File: src/rtl/vdp_vram_arbiter_if.sv
// ---------------------------------------------------------------------------
// vdp_vram_arbiter_if
// Bundles every signal between the VDP requesters, the VRAM macro and the
// VRAM arbiter.
//   bg_*   : background tile fetcher (req/addr in, rdata out)
//   spr_*  : sprite fetcher (req/addr in, ack/rdata out)
//   cpu_*  : CPU data port (req/we/addr/wdata in, ack/rdata out)
//   vram_* : VRAM macro port (addr/we/wdata out of arbiter, rdata in)
// Modports:
//   slave  : the arbiter
//   master : requesters plus VRAM macro (the environment around the arbiter)
// ---------------------------------------------------------------------------
interface vdp_vram_arbiter_if #(
  parameter int ADDR_W = 14,
  parameter int DATA_W = 8
);
  logic              bg_req;
  logic [ADDR_W-1:0] bg_addr;
  logic [DATA_W-1:0] bg_rdata;

  logic              spr_req;
  logic [ADDR_W-1:0] spr_addr;
  logic              spr_ack;
  logic [DATA_W-1:0] spr_rdata;

  logic              cpu_req;
  logic              cpu_we;
  logic [ADDR_W-1:0] cpu_addr;
  logic [DATA_W-1:0] cpu_wdata;
  logic              cpu_ack;
  logic [DATA_W-1:0] cpu_rdata;

  logic [ADDR_W-1:0] vram_addr;
  logic              vram_we;
  logic [DATA_W-1:0] vram_wdata;
  logic [DATA_W-1:0] vram_rdata;

  modport slave (
    input  bg_req, bg_addr,
    output bg_rdata,
    input  spr_req, spr_addr,
    output spr_ack, spr_rdata,
    input  cpu_req, cpu_we, cpu_addr, cpu_wdata,
    output cpu_ack, cpu_rdata,
    output vram_addr, vram_we, vram_wdata,
    input  vram_rdata
  );

  modport master (
    output bg_req, bg_addr,
    input  bg_rdata,
    output spr_req, spr_addr,
    input  spr_ack, spr_rdata,
    output cpu_req, cpu_we, cpu_addr, cpu_wdata,
    input  cpu_ack, cpu_rdata,
    input  vram_addr, vram_we, vram_wdata,
    output vram_rdata
  );
endinterface

File: src/rtl/vdp_vram_arbiter.sv
// ---------------------------------------------------------------------------
// vdp_vram_arbiter
// Shares the single VDP VRAM port between the background fetcher (absolute
// priority), the sprite fetcher and the CPU data port (round-robin between
// the two on cycles the background leaves free). The chosen access is
// registered onto the VRAM port; a two-stage owner tag follows it so the read
// data (valid two cycles after the grant) is routed back to its requester.
// Ports:
//   clk   : VDP pixel clock
//   rst_n : asynchronous active-low reset
//   bus   : vdp_vram_arbiter_if.slave (requesters + VRAM macro signals)
// ---------------------------------------------------------------------------
module vdp_vram_arbiter #(
  parameter int ADDR_W = 14,
  parameter int DATA_W = 8
) (
  input  logic                 clk,
  input  logic                 rst_n,
  vdp_vram_arbiter_if.slave    bus
);

  typedef enum logic [1:0] {
    OWN_NONE = 2'd0,
    OWN_BG   = 2'd1,
    OWN_SPR  = 2'd2,
    OWN_CPU  = 2'd3
  } owner_e;

  typedef enum logic [1:0] {
    REQ_IDLE   = 2'd0,
    REQ_ISSUED = 2'd1,
    REQ_ACK    = 2'd2
  } req_state_e;

  // rr_last encoding: which of sprite/CPU received the most recent grant
  localparam logic RR_SPR = 1'b0;
  localparam logic RR_CPU = 1'b1;

  // Per-requester vectors: index 0 = sprite, index 1 = CPU
  logic [1:0]             req_v;
  logic [1:0]             busy_v;
  logic [1:0]             elig_v;
  logic [1:0]             grant_v;
  logic [1:0]             ack_v;
  logic [1:0][DATA_W-1:0] rdata_v;

  owner_e grant_owner;
  owner_e tag1_q, tag2_q;
  logic   wr2_q;
  logic   rr_last_q, rr_last_d;

  logic [ADDR_W-1:0] vram_addr_q, vram_addr_d;
  logic              vram_we_q, vram_we_d;
  logic [DATA_W-1:0] vram_wdata_q, vram_wdata_d;

  assign req_v  = {bus.cpu_req, bus.spr_req};
  assign elig_v = req_v & ~busy_v;

  // Grant decision: background first, then round-robin sprite/CPU.
  always_comb begin
    grant_owner = OWN_NONE;
    rr_last_d   = rr_last_q;
    if (bus.bg_req) begin
      grant_owner = OWN_BG;
    end else if (elig_v[0] && elig_v[1]) begin
      grant_owner = (rr_last_q == RR_CPU) ? OWN_SPR : OWN_CPU;
    end else if (elig_v[0]) begin
      grant_owner = OWN_SPR;
    end else if (elig_v[1]) begin
      grant_owner = OWN_CPU;
    end
    // Background grants leave the round-robin pointer untouched.
    if (grant_owner == OWN_SPR) begin
      rr_last_d = RR_SPR;
    end else if (grant_owner == OWN_CPU) begin
      rr_last_d = RR_CPU;
    end
  end

  assign grant_v = {grant_owner == OWN_CPU, grant_owner == OWN_SPR};

  // Next VRAM port contents; idle cycles drive all zeros.
  always_comb begin
    vram_addr_d  = '0;
    vram_we_d    = 1'b0;
    vram_wdata_d = '0;
    case (grant_owner)
      OWN_BG:  vram_addr_d = bus.bg_addr;
      OWN_SPR: vram_addr_d = bus.spr_addr;
      OWN_CPU: begin
        vram_addr_d  = bus.cpu_addr;
        vram_we_d    = bus.cpu_we;
        vram_wdata_d = bus.cpu_wdata;
      end
      default: ;
    endcase
  end

  always_ff @(posedge clk or negedge rst_n) begin
    if (!rst_n) begin
      vram_addr_q  <= '0;
      vram_we_q    <= 1'b0;
      vram_wdata_q <= '0;
      tag1_q       <= OWN_NONE;
      tag2_q       <= OWN_NONE;
      wr2_q        <= 1'b0;
      rr_last_q    <= RR_CPU;
    end else begin
      vram_addr_q  <= vram_addr_d;
      vram_we_q    <= vram_we_d;
      vram_wdata_q <= vram_wdata_d;
      tag1_q       <= grant_owner;
      tag2_q       <= tag1_q;
      wr2_q        <= vram_we_q;
      rr_last_q    <= rr_last_d;
    end
  end

  // Per-requester handshake FSM and read-data return path.
  genvar gi;
  generate
    for (gi = 0; gi < 2; gi++) begin : g_req
      localparam owner_e OWN_TAG = (gi == 0) ? OWN_SPR : OWN_CPU;

      req_state_e        state_q, state_d;
      logic [DATA_W-1:0] rdata_hold_q;
      logic              capture;

      always_ff @(posedge clk or negedge rst_n) begin
        if (!rst_n) begin
          state_q <= REQ_IDLE;
        end else begin
          state_q <= state_d;
        end
      end

      // ISSUED advances when the tag enters stage 2 on the next edge, so
      // ACK lines up with the returning read data.
      always_comb begin
        state_d = state_q;
        case (state_q)
          REQ_IDLE:   if (grant_v[gi]) state_d = REQ_ISSUED;
          REQ_ISSUED: if (tag1_q == OWN_TAG) state_d = REQ_ACK;
          REQ_ACK:    state_d = REQ_IDLE;
          default:    state_d = REQ_IDLE;
        endcase
      end

      // Busy stays set through ACK so a request presented in the ACK cycle
      // waits one more cycle instead of issuing twice.
      assign busy_v[gi] = (state_q != REQ_IDLE);
      assign ack_v[gi]  = (state_q == REQ_ACK);

      // Writes return no data; the previous read value is kept.
      assign capture = (tag2_q == OWN_TAG) && !wr2_q;

      always_ff @(posedge clk or negedge rst_n) begin
        if (!rst_n) begin
          rdata_hold_q <= '0;
        end else if (capture) begin
          rdata_hold_q <= bus.vram_rdata;
        end
      end

      // Bypass so the data is visible in the ack cycle itself.
      assign rdata_v[gi] = capture ? bus.vram_rdata : rdata_hold_q;
    end
  endgenerate

  assign bus.bg_rdata   = bus.vram_rdata;
  assign bus.spr_ack    = ack_v[0];
  assign bus.spr_rdata  = rdata_v[0];
  assign bus.cpu_ack    = ack_v[1];
  assign bus.cpu_rdata  = rdata_v[1];
  assign bus.vram_addr  = vram_addr_q;
  assign bus.vram_we    = vram_we_q;
  assign bus.vram_wdata = vram_wdata_q;

endmodule

File: src/flat_wrapper.sv
// flat-port wrapper written by rule: the top's interface ports become plain ports
module vdp_vram_arbiter_flat 
#(
  parameter int ADDR_W = 14,
  parameter int DATA_W = 8
)
  (clk, rst_n, bus_bg_req, bus_bg_addr, bus_bg_rdata, bus_spr_req, bus_spr_addr, bus_spr_ack, bus_spr_rdata, bus_cpu_req, bus_cpu_we, bus_cpu_addr, bus_cpu_wdata, bus_cpu_ack, bus_cpu_rdata, bus_vram_addr, bus_vram_we, bus_vram_wdata, bus_vram_rdata);
  vdp_vram_arbiter_if #(.ADDR_W(ADDR_W), .DATA_W(DATA_W)) bus_i ();
  input  logic clk;
  input  logic rst_n;
  input wire logic [$bits(bus_i.bg_req)-1:0] bus_bg_req;
  input wire logic [$bits(bus_i.bg_addr)-1:0] bus_bg_addr;
  output wire logic [$bits(bus_i.bg_rdata)-1:0] bus_bg_rdata;
  input wire logic [$bits(bus_i.spr_req)-1:0] bus_spr_req;
  input wire logic [$bits(bus_i.spr_addr)-1:0] bus_spr_addr;
  output wire logic [$bits(bus_i.spr_ack)-1:0] bus_spr_ack;
  output wire logic [$bits(bus_i.spr_rdata)-1:0] bus_spr_rdata;
  input wire logic [$bits(bus_i.cpu_req)-1:0] bus_cpu_req;
  input wire logic [$bits(bus_i.cpu_we)-1:0] bus_cpu_we;
  input wire logic [$bits(bus_i.cpu_addr)-1:0] bus_cpu_addr;
  input wire logic [$bits(bus_i.cpu_wdata)-1:0] bus_cpu_wdata;
  output wire logic [$bits(bus_i.cpu_ack)-1:0] bus_cpu_ack;
  output wire logic [$bits(bus_i.cpu_rdata)-1:0] bus_cpu_rdata;
  output wire logic [$bits(bus_i.vram_addr)-1:0] bus_vram_addr;
  output wire logic [$bits(bus_i.vram_we)-1:0] bus_vram_we;
  output wire logic [$bits(bus_i.vram_wdata)-1:0] bus_vram_wdata;
  input wire logic [$bits(bus_i.vram_rdata)-1:0] bus_vram_rdata;
  assign bus_i.bg_req = bus_bg_req;
  assign bus_i.bg_addr = bus_bg_addr;
  assign bus_bg_rdata = bus_i.bg_rdata;
  assign bus_i.spr_req = bus_spr_req;
  assign bus_i.spr_addr = bus_spr_addr;
  assign bus_spr_ack = bus_i.spr_ack;
  assign bus_spr_rdata = bus_i.spr_rdata;
  assign bus_i.cpu_req = bus_cpu_req;
  assign bus_i.cpu_we = bus_cpu_we;
  assign bus_i.cpu_addr = bus_cpu_addr;
  assign bus_i.cpu_wdata = bus_cpu_wdata;
  assign bus_cpu_ack = bus_i.cpu_ack;
  assign bus_cpu_rdata = bus_i.cpu_rdata;
  assign bus_vram_addr = bus_i.vram_addr;
  assign bus_vram_we = bus_i.vram_we;
  assign bus_vram_wdata = bus_i.vram_wdata;
  assign bus_i.vram_rdata = bus_vram_rdata;
  vdp_vram_arbiter #(.ADDR_W(ADDR_W), .DATA_W(DATA_W)) u_core (.clk(clk), .rst_n(rst_n), .bus(bus_i));
endmodule
File: config.mk
export PLATFORM = sky130hd
export DESIGN_NAME = vdp_vram_arbiter_flat
export DESIGN_NICKNAME = d
export VERILOG_FILES = /design/src/rtl/vdp_vram_arbiter_if.sv /design/src/rtl/vdp_vram_arbiter.sv /design/src/flat_wrapper.sv
export SDC_FILE = /design/constraint.sdc
export NUM_CORES = 1
export LEC_CHECK = 0
export CELL_PAD_IN_SITES_DETAIL_PLACEMENT = 2
export CELL_PAD_IN_SITES_GLOBAL_PLACEMENT = 2
export CORE_ASPECT_RATIO = 0.8
export CORE_MARGIN = 3
export CORE_UTILIZATION = 25
export CTS_CLUSTER_SIZE = 16
export DETAILED_ROUTE_END_ITERATION = 16
export GPL_TIMING_DRIVEN = 0
export PLACE_DENSITY = 0.83
export SYNTH_ARGS = -nofsm -noshare
export SYNTH_HDL_FRONTEND = slang
export SYNTH_SLANG_ARGS = --single-unit
export TNS_END_PERCENT = 20
File: constraint.sdc
create_clock -name clk -period 2.42 [get_ports clk]
set_clock_uncertainty 0.05 [all_clocks]
set_input_delay 0.363 -clock clk [delete_from_list [all_inputs] [get_ports clk]]
set_output_delay 0.363 -clock clk [all_outputs]
set_load 0.02 [all_outputs]
# --- Yosys cells after proc, flatten, opt, wreduce, memory -nomap -nowiden ---
# Cells that the tools add are included.
classes:
  eq_ne: 15
  bitwise_logic: 2
  muxes: 18
  reduce_logical: 11
op_table:
  columns: ["op", "n"]
  rows:
  - ["14-bit one-hot mux with 3 select lines", 1]
  - ["8-bit 2-to-1 mux", 3]
  - ["2-bit equality test, second input constant", 8]
  - ["2-bit 2-to-1 mux", 8]
  - ["2-bit by 1-bit inequality test with 1-bit output, second input constant", 4]
  - ["2-bit one-hot mux with 2 select lines", 2]
  - ["2-bit by 1-bit equality test with 1-bit output, second input constant", 3]
  - ["2-bit nonzero test", 3]
  - ["2-bit zero test", 2]
  - ["1-bit 2-to-1 mux", 4]
  - ["2-bit AND reduction", 2]
  - ["1-bit logical AND", 3]
  - ["2-bit AND", 1]
  - ["2-bit inverter", 1]
  - ["1-bit zero test", 1]
totals:
  in_bits: 64
  out_inout_bits: 49
  register_bits: 49
  wordCells: 57

# --- Logic depth before layout (Yosys ltp) ---
logic_depth:
  ltp_word: 10
  ltp_mapped: 4
  ltp_nobuf: 3

# --- Worst setup path before layout ---
# Ideal clock, no wire load.
synth_path:
  path_type: "register to output"
  from: "register u_core.tag2_q[0]"
  to: "output port bus_spr_rdata[0]"
  arrival_ns: 1.248
  setup_slack_ns: 0.759
  t_required_ns: 2.007
  n_path_buf: 0
  stages_incl_launch_ff: 3
  path_cell_list: "dfrtp_1 nor3b_2 mux2_2"
synth_via:
  elab_chain_cells: 3
synth_lines:
  columns: ["element", "line", "rtl"]
  rows:
  - ["from (decl)", "vdp_vram_arbiter.sv:48", "owner_e tag1_q, tag2_q;"]
  - ["from (signal assigned)", "vdp_vram_arbiter.sv:113", "tag2_q <= tag1_q;"]
  - ["2-bit equality test", "vdp_vram_arbiter.sv:155", "assign capture = (tag2_q == OWN_TAG) && !wr2_q;"]
  - ["1-bit logical AND", "vdp_vram_arbiter.sv:155", null]
  - ["8-bit 2-to-1 mux", "vdp_vram_arbiter.sv:166", "assign rdata_v[gi] = capture ? bus.vram_rdata : rdata_hold_q;"]
  - ["to (decl)", "flat_wrapper.sv:17", "output wire logic [$bits(bus_i.spr_rdata)-1:0] bus_spr_rdata;"]
# Every way passes these cells.

# --- Final worst setup path ---
layout_path:
  from: "register u_core.wr2_q"
  to: "output port bus_spr_rdata[4]"
layout_via:
  elab_chain_cells: 3
layout_lines:
  columns: ["element", "line", "rtl"]
  rows:
  - ["from (decl)", "vdp_vram_arbiter.sv:49", "logic wr2_q;"]
  - ["from (signal assigned)", "vdp_vram_arbiter.sv:114", "wr2_q <= vram_we_q;"]
  - ["1-bit zero test", "vdp_vram_arbiter.sv:155", null]
  - ["1-bit logical AND", "vdp_vram_arbiter.sv:155", null]
  - ["8-bit 2-to-1 mux", "vdp_vram_arbiter.sv:166", null]
# Every way passes these cells.

==> impl_results.md <==
* Clock sink total at between 40 and 50
* Seq cells post-synth at 49
* Vias per cell at between 4 and 5
* Slew Viols, Final at 0
* Syn nets at about 200
* Final layout net count at approximately 320
* DP Cell Count at 355
* Count of input and output buffers at 112
* Cell area after layout at 0.00337 sq mm
* CP Capture Type: primary output
* Crit path DAT at around 1.8 ns
* Synth-to-layout area growth at 72.2%
* CP Buf/Inv Count at 2
* Hold slack at between 0.3 and 0.4 ns
* Clk buf depth at 2
* Detail Route Antenna Nets at 0
* H-tree levels at 2
* Top cell family by delay on the critical path: buffers and inverters
* Slowest stage delay, CP at between 0.4 and 0.5 ns
* Total gr overflow at 0
* Peak supply drop at around 0.25 mV
* Register area share after synthesis at between 60% and 70%
* Cell area after placement at 0.00322 sq mm
* Clk_lat worst skew at just over 0.3 ns
* Initial Util at 26.1%
* Hold Crit Class: reg -> reg
* Crit path launch type: register
* Final GP Congestion at 0.666
* Slowest CP cell: dfrtp_1
* Crit Path Max Fanout at 8
* R2r worst-path depth at 4
* ANT cells at 0
* Die width at 105 um
* Pleak at about 1.5 nW
* Post-DP HPWL at 4530 um
* Minimum clock period at 2.22 ns
* Power density over cell area at around 870 mW/mm^2
* Root Driver: clkbuf_8
* Worst reg2reg endpoint: u_core.bus.vram_addr[11]
* Non-filler cells in the finished layout at roughly 370
* Req. time, crit path at between 2 and 2.5 ns
* Total track usage at 13.1%
* Worst Hold End: u_core.wr2_q
* Core region area at ~0.0075 sq mm
* Number of DRC markers in iteration 0 at 17
* Asr flop ratio synth at between 90% and 100%
* Row count at 28
* Crit share post-route at 91.9%
* CP Cell Sequence: nor3b_4 > buf_12 > mux2_2 > dlygate4sd2_1
* Max-cap viol count at 0
* Vias in the first global route at between 1500 and 2000
* Residual DRC count at 0
* Final setup fails at 0
* CP Class: reg -> out
* Initial antenna violation count at 0
* CTS tree: built
* Avg Cell Area, Syn at ~14 sq um
* Fillers at 770
* Top Layer Used: met4
* Worst R2R Setup Slack at ~0.66 ns
* Pre-antenna DRT Iters at 3
* Number of synthesized flops with an enable pin at 0
* Synth unique cells at 24
* M1 WL at approximately 2400 um
* Setup TNS at 0 ns
* I/O pin total at roughly 110
* Largest net degree at the start of global routing at 29
* Rel. slew slack at 64.6%
* WL/cell at 15.9 um
* Final Hold Fails at 0
* CTS Buf Count at 5
* First-pass GRT wire length at roughly 9200 um
* Die height at roughly 85 um
* RSZ-0062 raised after global routing: false
* Main synth FF type: dfrtp_1
* Hold path startpoint: u_core.bus.vram_we
* Via count at about 1600
* Synth warn at 0
* Syn Std Cell Area at approximately 0.0020 sq mm
* Status: finished, final reports clean
* Final wirelength at roughly 5800 um
* Hold Path Cell Cnt at 0
* Share of cells above drive strength 1 at 18.0%
* Met3 wire length at about 570 um
* Synth Instances at around 140
* Maximum clock rate at around 450 MHz
* Worst R2R Start: u_core.g_req[0].state_q[1]
* Worst slew pin tran at approximately 0.53 ns
* Clock Pin Slew Worst Setup and Hold Paths at approximately 0.090 ns
* Routed length on met2 at roughly 2800 um
* Die footprint at about 0.0089 sq mm
cells by family after synthesis:
logic type | Yosys count | share of synthesized area (%)
mux | 16 | 9.21
buf+inv | 15 | 5.37
simple gates | 37 | 12.7
flops | 49 | 62.7
compound gates | 20 | 9.97
timing repair:
action / in CTS / in global routing
setup endpoints to repair: 16 / 8
endpoints found under the hold margin: 21 / 0
pin swaps: 1 / 0
setup buffers: 2 / 0
gates resized for setup: 9 / 8
hold buffers: 1 / 0
layout make-up:
| cell class | instances | area (sq um) | share of cell area [%] |
|---|---|---|---|
| tap | 105 | 131 | 3.90 |
| inverter | 3 | 11.3 | 0.334 |
| multi-input combinational | 73 | 631 | 18.7 |
| clock inverter | 3 | 22.5 | 0.668 |
| timing repair buffer | 116 | 1180 | 35.1 |
| sequential | 49 | 1230 | 36.4 |
| clock buffer | 5 | 68.8 | 2.04 |
| buffer | 12 | 93.8 | 2.78 |
metal layers:
metal	vias up	global-route usage (%)
met5	-	0
met4	0	4.65
met3	8	4.94
met2	81	23.1
met1	788	14.7
li1	720	-
through the flow:
step / util, % / power [W] / setup slack [ns]
2_1_floorplan: - / 0.00183 / 0.759
3_3_place_gp: 42.8 / 0.00245 / -0.539
3_5_place_dp: 43.0 / 0.00251 / 0.00313
4_1_cts: 44.7 / 0.00298 / 0.0450
5_1_grt: 44.9 / 0.00311 / 0.126
6_report: 44.9 / 0.00293 / 0.196
Yosys cell counts, drive strengths merged, types with 2 or more instances:
cell	instances	area share (%)
nor2	2	0.38
and2	23	7.4
buf	11	4.6
nor3b	4	1.8
a221o	14	7.2
dfrtp	48	61
or3b	2	1.0
mux2	16	9.2
inv	3	0.58
a31o	2	0.90
a21oi	2	0.51
placed cells by master (no fill, tap or decap), drive strengths merged, types with 3 or more instances in the layout:
| cell | netlist | routed |
|---|---|---|
| clkinvlp | 0 | 3 |
| a221o | 14 | 14 |
| dfrtp | 48 | 48 |
| nor3b | 4 | 4 |
| mux2 | 16 | 16 |
| and2 | 23 | 23 |
| inv | 3 | 3 |
| dlygate4sd2 | 0 | 8 |
| dlymetal6s2s | 0 | 8 |
| buf | 11 | 15 |
| clkbuf | 1 | 6 |
| clkdlybuf4s50 | 0 | 95 |
worst register-to-register path: cells and delay by family, from the launching register on:
family	cells	cell delay, ns
AOI/OAI and AO/OA	1	0.17
buffers and inverters	1	0.26
DFF	1	0.42
and+or+nand+nor	2	0.80
registers in the layout (all words and copies together) (netlist names), 2 cells and up:
register                   count
u_core.g_req.rdata_hold_q     16
u_core.bus.vram_addr          14
u_core.bus.vram_wdata          8
u_core.g_req.state_q           4
u_core.tag1_q                  2
u_core.tag2_q                  2
how the worst max path moves through the flow:
stage	startpoint	end	slack, ns	cells past startpoint
after CTS	u_core.wr2_q	bus_cpu_rdata[4]	0.05	4
after global routing	u_core.wr2_q	bus_spr_rdata[4]	0.13	4
final	u_core.wr2_q	bus_spr_rdata[4]	0.20	4
after global placement	rst_n	u_core.bus.vram_addr[4]	-0.54	1
after detailed placement	u_core.tag2_q[0]	bus_spr_rdata[4]	0.003	3
after floorplan	u_core.tag2_q[0]	bus_spr_rdata[0]	0.76	2
power breakdown:
group	total (W)	internal, W	switching, W
clock network	0.000502	0.000203	0.000299
registers	0.00116	0.00106	0.000103
logic	0.00126	0.000642	0.000619
Power figures use the tool's default switching activity.
